`src/rtl/board_controller.sv`:
```
// Tic-tac-toe board sequencer: cursor movement, mark placement, turn alternation and a
// sequential eight-line win scan, with a blinking cursor/win-line highlight.
module board_controller #(
  parameter int unsigned BLINK_DIV = 12_500_000
) (
  input  logic        clk,
  input  logic        rst_n,
  input  logic        btn_up,
  input  logic        btn_down,
  input  logic        btn_left,
  input  logic        btn_right,
  input  logic        btn_sel,
  input  logic        btn_new,
  output logic [17:0] contents,
  output logic [8:0]  cursor_on,
  output logic [3:0]  cursor_idx,
  output logic        turn,
  output logic [1:0]  state,
  output logic [1:0]  winner,
  output logic [2:0]  win_line
);

  localparam int unsigned CntW = (BLINK_DIV > 1) ? $clog2(BLINK_DIV) : 1;
  localparam logic [CntW-1:0] CntMax = CntW'(BLINK_DIV - 1);

  typedef enum logic [1:0] {
    StPlay  = 2'b00,
    StCheck = 2'b01,
    StWin   = 2'b10,
    StDraw  = 2'b11
  } state_e;

  function automatic logic [8:0] line_mask(input logic [2:0] k);
    logic [8:0] m;
    case (k)
      3'd0:    m = 9'b000_000_111;
      3'd1:    m = 9'b000_111_000;
      3'd2:    m = 9'b111_000_000;
      3'd3:    m = 9'b001_001_001;
      3'd4:    m = 9'b010_010_010;
      3'd5:    m = 9'b100_100_100;
      3'd6:    m = 9'b100_010_001;
      default: m = 9'b001_010_100;
    endcase
    return m;
  endfunction

  function automatic logic [8:0] cursor_mask(input state_e st, input logic [3:0] idx,
                                             input logic [2:0] wl, input logic phase);
    logic [8:0] m;
    m = '0;
    if (phase) begin
      case (st)
        StPlay, StCheck: m = 9'b1 << idx;
        StWin:           m = line_mask(wl);
        default:         m = '0;
      endcase
    end
    return m;
  endfunction

  state_e          r_state,     w_state_nxt;
  logic [17:0]     r_contents,  w_contents_nxt;
  logic [8:0]      r_cursor_on, w_cursor_on_nxt;
  logic [3:0]      r_idx,       w_idx_nxt;
  logic            r_turn,      w_turn_nxt;
  logic [1:0]      r_winner,    w_winner_nxt;
  logic [2:0]      r_win_line,  w_win_line_nxt;
  logic [3:0]      r_moves,     w_moves_nxt;
  logic [2:0]      r_line,      w_line_nxt;
  logic            r_phase,     w_phase_nxt;
  logic [CntW-1:0] r_blink_cnt, w_blink_cnt_nxt;

  logic [1:0] w_mark;
  logic [8:0] w_line_cells;
  logic       w_line_hit;
  logic       w_col0;
  logic       w_col2;

  assign w_mark       = {r_turn, ~r_turn};
  assign w_line_cells = line_mask(r_line);
  assign w_col0       = (r_idx == 4'd0) || (r_idx == 4'd3) || (r_idx == 4'd6);
  assign w_col2       = (r_idx == 4'd2) || (r_idx == 4'd5) || (r_idx == 4'd8);

  always_comb begin
    w_line_hit = 1'b1;
    for (int i = 0; i < 9; i++) begin
      if (w_line_cells[i] && (r_contents[2*i +: 2] != w_mark)) w_line_hit = 1'b0;
    end
  end

  always_comb begin
    w_state_nxt     = r_state;
    w_contents_nxt  = r_contents;
    w_idx_nxt       = r_idx;
    w_turn_nxt      = r_turn;
    w_winner_nxt    = r_winner;
    w_win_line_nxt  = r_win_line;
    w_moves_nxt     = r_moves;
    w_line_nxt      = r_line;
    w_phase_nxt     = r_phase;
    w_blink_cnt_nxt = r_blink_cnt + 1'b1;

    if (r_blink_cnt == CntMax) begin
      w_blink_cnt_nxt = '0;
      w_phase_nxt     = ~r_phase;
    end

    if (btn_new) begin
      w_state_nxt     = StPlay;
      w_contents_nxt  = '0;
      w_idx_nxt       = 4'd4;
      w_turn_nxt      = 1'b0;
      w_winner_nxt    = 2'b00;
      w_win_line_nxt  = 3'd0;
      w_moves_nxt     = 4'd0;
      w_line_nxt      = 3'd0;
      w_phase_nxt     = 1'b1;
      w_blink_cnt_nxt = '0;
    end else begin
      case (r_state)
        StPlay: begin
          if (btn_sel) begin
            if (r_contents[2*int'(r_idx) +: 2] == 2'b00) begin
              w_contents_nxt[2*int'(r_idx) +: 2] = w_mark;
              w_moves_nxt = r_moves + 4'd1;
              w_line_nxt  = 3'd0;
              w_state_nxt = StCheck;
            end
          end else if (btn_up || btn_down || btn_left || btn_right) begin
            if (btn_up)        w_idx_nxt = (r_idx < 4'd3) ? r_idx + 4'd6 : r_idx - 4'd3;
            else if (btn_down) w_idx_nxt = (r_idx > 4'd5) ? r_idx - 4'd6 : r_idx + 4'd3;
            else if (btn_left) w_idx_nxt = w_col0 ? r_idx + 4'd2 : r_idx - 4'd1;
            else               w_idx_nxt = w_col2 ? r_idx - 4'd2 : r_idx + 4'd1;
            w_phase_nxt     = 1'b1;
            w_blink_cnt_nxt = '0;
          end
        end
        StCheck: begin
          if (w_line_hit) begin
            w_state_nxt    = StWin;
            w_winner_nxt   = w_mark;
            w_win_line_nxt = r_line;
          end else if (r_line == 3'd7) begin
            if (r_moves == 4'd9) begin
              w_state_nxt = StDraw;
            end else begin
              w_state_nxt = StPlay;
              w_turn_nxt  = ~r_turn;
            end
          end else begin
            w_line_nxt = r_line + 3'd1;
          end
        end
        default: ;
      endcase
    end

    // Highlight is registered from next-state values so it moves in step with the cursor.
    w_cursor_on_nxt = cursor_mask(w_state_nxt, w_idx_nxt, w_win_line_nxt, w_phase_nxt);
  end

  always_ff @(posedge clk or negedge rst_n) begin
    if (!rst_n) begin
      r_state     <= StPlay;
      r_contents  <= '0;
      r_cursor_on <= '0;
      r_idx       <= 4'd4;
      r_turn      <= 1'b0;
      r_winner    <= 2'b00;
      r_win_line  <= 3'd0;
      r_moves     <= 4'd0;
      r_line      <= 3'd0;
      r_phase     <= 1'b1;
      r_blink_cnt <= '0;
    end else begin
      r_state     <= w_state_nxt;
      r_contents  <= w_contents_nxt;
      r_cursor_on <= w_cursor_on_nxt;
      r_idx       <= w_idx_nxt;
      r_turn      <= w_turn_nxt;
      r_winner    <= w_winner_nxt;
      r_win_line  <= w_win_line_nxt;
      r_moves     <= w_moves_nxt;
      r_line      <= w_line_nxt;
      r_phase     <= w_phase_nxt;
      r_blink_cnt <= w_blink_cnt_nxt;
    end
  end

  assign contents   = r_contents;
  assign cursor_on  = r_cursor_on;
  assign cursor_idx = r_idx;
  assign turn       = r_turn;
  assign state      = r_state;
  assign winner     = r_winner;
  assign win_line   = r_win_line;

endmodule

```
`config.mk`:
```
export PLATFORM = sky130hd
export DESIGN_NAME = board_controller
export DESIGN_NICKNAME = d
export VERILOG_FILES = /design/src/rtl/board_controller.sv
export SDC_FILE = /design/constraint.sdc
export NUM_CORES = 1
export LEC_CHECK = 0
export ABC_CLOCK_PERIOD_IN_PS = 3100
export BUFFER_PORTS_ARGS = -buffer_cell sky130_fd_sc_hd__buf_2
export CAP_MARGIN = 20
export CORE_MARGIN = 3
export CORE_UTILIZATION = 30
export CTS_BUF_LIST = sky130_fd_sc_hd__clkbuf_16
export CTS_CLUSTER_SIZE = 28
export DETAILED_ROUTE_END_ITERATION = 16
export PLACE_DENSITY = 0.53
export SLEW_MARGIN = 20
export SYNTH_ARGS = -nofsm -noshare
export SYNTH_HDL_FRONTEND = slang
export SYNTH_SLANG_ARGS = --single-unit
```
`constraint.sdc`:
```
create_clock -name clk -period 3.1 [get_ports clk]
set_input_delay 0.465 -clock clk [delete_from_list [all_inputs] [get_ports clk]]
set_output_delay 0.465 -clock clk [all_outputs]
set_load 0.1 [all_outputs]
```
# [Word level (Yosys, flattened, before mapping)]
# Index checks and enable logic that the tools add are counted.
[word_totals] reg_bits=71 input_bits=8
[classes] reduce_logical=34 n_addsub=12 n_mux=67 n_bitwise=2 eq_ne=38 shifts=4 n_lt_le_gt_ge=2
[op_table] cell="$pmux 9 s7" n=2
[op_table] cell="$mux 24" n=5
[op_table] cell="$mux 18" n=4
[op_table] cell="$mux 4" n=15
[op_table] cell="$neg 5->33" n=1
[op_table] cell="$shift 2x33->18 const A" n=1
[op_table] cell="$shiftx 2x33->18" n=1
[op_table] cell="$add 24x1->24 const B" n=1
[op_table] cell="$eq 24x24->1 const B" n=1
[op_table] cell="$mux 3" n=8
[op_table] cell="$eq 3x3->1 const B" n=7
[op_table] cell="$mux 1" n=19
[op_table] cell="$bwmux 18" n=1
[op_table] cell="$mux 2" n=9
[op_table] cell="$ne 2x2->1" n=9
[op_table] cell="$pmux 9 s2" n=1
[op_table] cell="$shiftx 18x6->2" n=1
[op_table] cell="$eq 3x2->1 const B" n=4
[op_table] cell="$ne 3x3->1 const B" n=4
[op_table] cell="$reduce_bool 2->1" n=6
[op_table] cell="$logic_and 1x1->1" n=9
[op_table] cell="$mux 9" n=1
[op_table] cell="$shl 1x4->9 const A" n=1
[op_table] cell="$add 4x1->4 const B" n=2
[op_table] cell="other kinds (28)" n=46

# [Logic depth before layout (Yosys ltp)]
[depth] ltp_word=19 depth_mapped=13 mapped_depth_nobuf=11

# [Worst setup path after synthesis]
# No wires, ideal clock.
[synth_timing] path_kind="reg2reg" startpoint="register r_idx[0] (netlist: cursor_idx[0])" endpoint="register r_cursor_on[3] (netlist: cursor_on[3])" t_required_ns=3.021 stages_incl_launch_ff=13 path_buffers=2 arrival_ns=3.550 slack_ns=-0.529 setup_time_ns=0.079 path_cell_list="dfrtp_1 -> buf_2 -> buf_2 -> inv_1 -> ha_1 -> and2b_1 -> o211ai_1 -> o21ai_0 -> o31a_1 -> a221o_1 -> a2111oi_2 -> nand3_1 -> a21oi_1"
[synth_via] elab_chain_cells=14 elab_cells_between_ends=44
[synth_lines] item="start, declared" line_no="65" text="logic [3:0] r_idx, w_idx_nxt;"
[synth_lines] item="start signal, assigned" line_no="180" text="r_idx <= w_idx_nxt;"
[synth_lines] item="branches (longest 12 deep; another with $add 4x1->4)"
[synth_lines] item="$pmux 9 s2 (*)" line_no="53" text="case (st)"
[synth_lines] item="$mux 9 (*)" line_no="52" text="if (phase) begin"
[synth_lines] item="named net w_cursor_on_nxt[3]" line_no="64" text="logic [8:0] r_cursor_on, w_cursor_on_nxt;"
[synth_lines] item="end signal, assigned" line_no="179" text="r_cursor_on <= w_cursor_on_nxt;"
[synth_lines] item="end, declared" line_no="64"
# Mark *: on every way through the listed nets, which the timed path passes.
# A chain may end at the register's enable or synchronous reset.

# [Worst setup path in the final report]
[layout_timing] startpoint="register r_idx[2] (netlist: cursor_idx[2])" endpoint="register r_cursor_on[7] (netlist: cursor_on[7])"
# Same word-level chain as after synthesis.

==> metrics.md <==
| Metric | Value |
|---|---|
| Sequential cell fraction of total power | `0.304` |
| Final Util | `0.3800` |
| Ys async rst share | `1.000` |
| Post-DRT Antenna Nets | `0` |
| Critical path capture point type | `flop` |
| Final wirelength | `approximately 15 mm` |
| Clock Power Share | `0.270` |
| Type of the most critical hold path | `in -> async` |
| Placed inst area | `roughly 5700 um2` |
| Fmax | `about 330 MHz` |
| Number of port buffers | `46` |
| Largest net degree at the start of global routing | `between 70 and 80` |
| P per Cell Area | `slightly below 600 nW/um2` |
| Max-Cap Viols | `0` |
| Comb power frac | `0.426` |
| Ant diodes | `0` |
| Area delta synth->final | `23.08%` |
| Fin crit period | `3.003 ns` |
| CTS buffer count | `9` |
| Syn_area_per_cell | `approximately 8.7 um2` |
| CP max FO | `6` |
| Final WS setup | `a little under 0.1 ns` |
| Total GRT Usage | `0.1703` |
| Vias in the first global route | `4,480` |
| Slew @ Worst Pin | `0.9358 ns` |
| DP Wirelength | `between 10 and 15 mm` |
| Cell variety after synth | `77` |
| Slew HR | `0.3762` |
| Synth area leader | `dfrtp_1` |
| Initial DRT Pass Iterations | `5` |
| Leakage | `around 2.6 nW` |
| Clock transition at path regs | `~0.06 ns` |
| Synth area leaders | `dfrtp_1 35%, nor2_1 5.7%, ha_1 4.8%` |
| DR WL/cell | `~17 um` |
| Initial antenna violation count | `0` |
| Die height | `around 130 um` |
| Mapped Cells | `roughly 570` |
| CP Data Required Time | `between 3 and 4 ns` |
| Critical setup path kind | `reg -> reg` |
| I/O pin total | `47` |
| CTS Sinks | `71` |
| Die Wd | `134.1 um` |
| Ratio of cells with drive above 1 in the final layout | `0.2408` |
| Multi-input logic area | `between 3000 and 4000 um2` |
| Cell Int Power | `2.004 mW` |
| Net switching power | `1.511 mW` |
| Arrival time worst endpoint | `around 3.3 ns` |
| # setup viols final | `0` |
| Count leader, synth | `nor2_1` |
| Slew Viols, Final | `0` |
| Final Hold Viols | `0` |
| Worst skew pair latency | `about 0.34 ns` |
| Via-per-instance ratio | `5.348` |
| Post-layout net count | `between 600 and 700` |
| Setup Skew | `approximately 0.0050 ns` |
| Filler cells | `1,655` |
| Cell Rows | `46` |
| CTS root buffer | `clkbuf_16` |
| Die area | `between 15,000 and 20,000 um2` |
| Syn_nets | `593` |
| Clk buf depth | `2` |
| Finished Cell Area | `just over 6000 um2` |
| Startpoint types | `flop` |
| Post-Syn Area | `slightly below 5000 um2` |
| Initial Util | `0.3087` |
| Sequential share of the synthesized area | `0.3615` |
| FF/Latch Area | `approximately 1800 um2` |
| Commonest cells post-synth | `75 x nor2_1, 69 x dfrtp_1, 40 x nand2_1, 26 x a21oi_1, 24 x inv_1` |
| GRT overflow | `0` |
| Outcome | `finished, final reports clean` |
| H-tree Lvls | `3` |
| Total number of vias | `about 4,600` |
| Setup WS pre-CTS | `-0.006371 ns` |
| DRT iter0 DRCs | `~370` |
| Top_reg_cell synth | `dfrtp_1` |
| Fin crit share | `0.9688` |
| VDD IR-drop max | `between 0.3 and 0.4 mV` |
| CTS tree | `yes` |
| Setup tns final | `0 ns` |
| Post-synth top area share | `0.3508` |
| Remaining DRCs | `0` |
| Warnings from Yosys | `0` |
| Core area | `between 15,000 and 20,000 um2` |
| Post-synth EDFFs | `0` |
| Sw Share | `0.4299` |
| Placer Congestion | `between 0.8 and 0.9` |
| #FFs+latches synth | `71` |
| First-pass GRT wire length | `between 20 and 25 mm` |
layer usage:
| layer | vias up | wire length [um] | track usage |
|---|---|---|---|
| li1 | 2241 | - | - |
| met1 | 2255 | 7389 | 0.2501 |
| met2 | 131 | 6678 | 0.2572 |
| met3 | 15 | 757 | 0.03338 |
| met4 | 0 | 186 | 0.04412 |
| met5 | - | 0 | 0 |
path summary, 6_finish.rpt:
| check | endpoint | cells after the start | slack, ns | startpoint |
|---|---|---|---|---|
| worst max register to register | cursor_on[7] | 10 | 0.1 | cursor_idx[2] |
| worst min register to register | r_blink_cnt[0] | 1 | 0.49 | r_blink_cnt[0] |
| max in group asynchronous | cursor_idx[0] | 1 | 2.14 | rst_n |
| worst max-delay path | cursor_on[7] | 10 | 0.1 | cursor_idx[2] |
| min in group clk | r_blink_cnt[4] | 2 | 0.45 | btn_new |
| worst min-delay path | r_blink_cnt[8] | 1 | 0.26 | rst_n |
critical path, cell delays in order (launching register included):
cell       delay (ns)
dfstp_4          0.66
buf_4            0.14
mux2_2           0.36
mux2_2           0.23
o21ai_1          0.07
o31a_1           0.25
a221o_1          0.42
a2111oi_4        0.37
buf_4            0.19
a32oi_1          0.05
a21oi_1          0.19
area by class of cell:
| type | count | area share |
|---|---|---|
| timing repair buffer | 95 | 0.09975 |
| multi-input combinational | 443 | 0.4988 |
| clock buffer | 9 | 0.03717 |
| inverter | 27 | 0.01673 |
| clock inverter | 7 | 0.006609 |
| sequential | 71 | 0.2964 |
| tap | 216 | 0.04461 |
registers in the layout, indices dropped and copies added (netlist names):
signal	cells
r_blink_cnt	24
contents	18
cursor_on	9
cursor_idx	4
r_moves	4
r_line	3
win_line	3
state	2
winner	2
r_phase	1
turn	1
repair_timing:
action | in CTS | in global routing
buffers inserted | 0 | 5
setup endpoints to repair | 1 | 9
resized for setup | 0 | 20
endpoints found under the hold margin | 0 | 0
hold buffers | 0 | 0
pin swaps | 1 | 8
kinds of logic after synthesis:
logic type               synth area share
AND/OR/NAND/NOR                    0.2501
AO/OA/AOI/OAI                      0.2082
flip-flops                         0.3615
buffers and inverters             0.04296
XOR/XNOR                          0.04270
multiplexers                      0.04423
adder cells (fa/ha/maj)           0.05033
placed cells by master, fill, tap and decap left out, types with 6 or more instances in the layout:
| master | instances |
|---|---|
| nor2_1 | 75 |
| dfrtp_1 | 61 |
| buf_4 | 49 |
| buf_2 | 45 |
| nand2_1 | 39 |
| inv_1 | 25 |
| a21oi_1 | 25 |
| nand3_1 | 21 |
| o21ai_0 | 19 |
| nor3_1 | 16 |
| mux2i_1 | 14 |
| xor2_1 | 14 |
| ha_1 | 14 |
| nand4_1 | 13 |
| nand2b_1 | 10 |
| xnor2_1 | 10 |
| or3_1 | 10 |
| clkbuf_16 | 9 |
| nor4_1 | 8 |
| a211oi_1 | 8 |
| a21o_1 | 7 |
| o21ai_1 | 7 |
| dfrtp_2 | 7 |
| nand3b_1 | 6 |
| o211ai_1 | 6 |
| mux2_2 | 6 |
power by group through the flow:
stage                     clock [mW]  combinational [mW]  sequential [mW]
after floorplan                    0               0.725             1.38
after global placement             0                1.42             1.08
after detailed placement           0                1.43             1.08
after CTS                      0.981                1.43             1.07
after global routing            1.02                1.62             1.07
final                          0.950                1.50             1.07
metrics by stage:
step | power, mW | hold WS [ns] | instances
6_report | 3.515 | 0.2567 | 868
5_1_grt | 3.717 | 0.3173 | 868
4_1_cts | 3.486 | 0.3015 | 863
3_5_place_dp | 2.516 | 0.4885 | 847
3_3_place_gp | 2.501 | 0.4821 | 847
2_1_floorplan | 2.108 | 0.1694 | 566
Note: power is estimated with default switching activity, not from simulation.
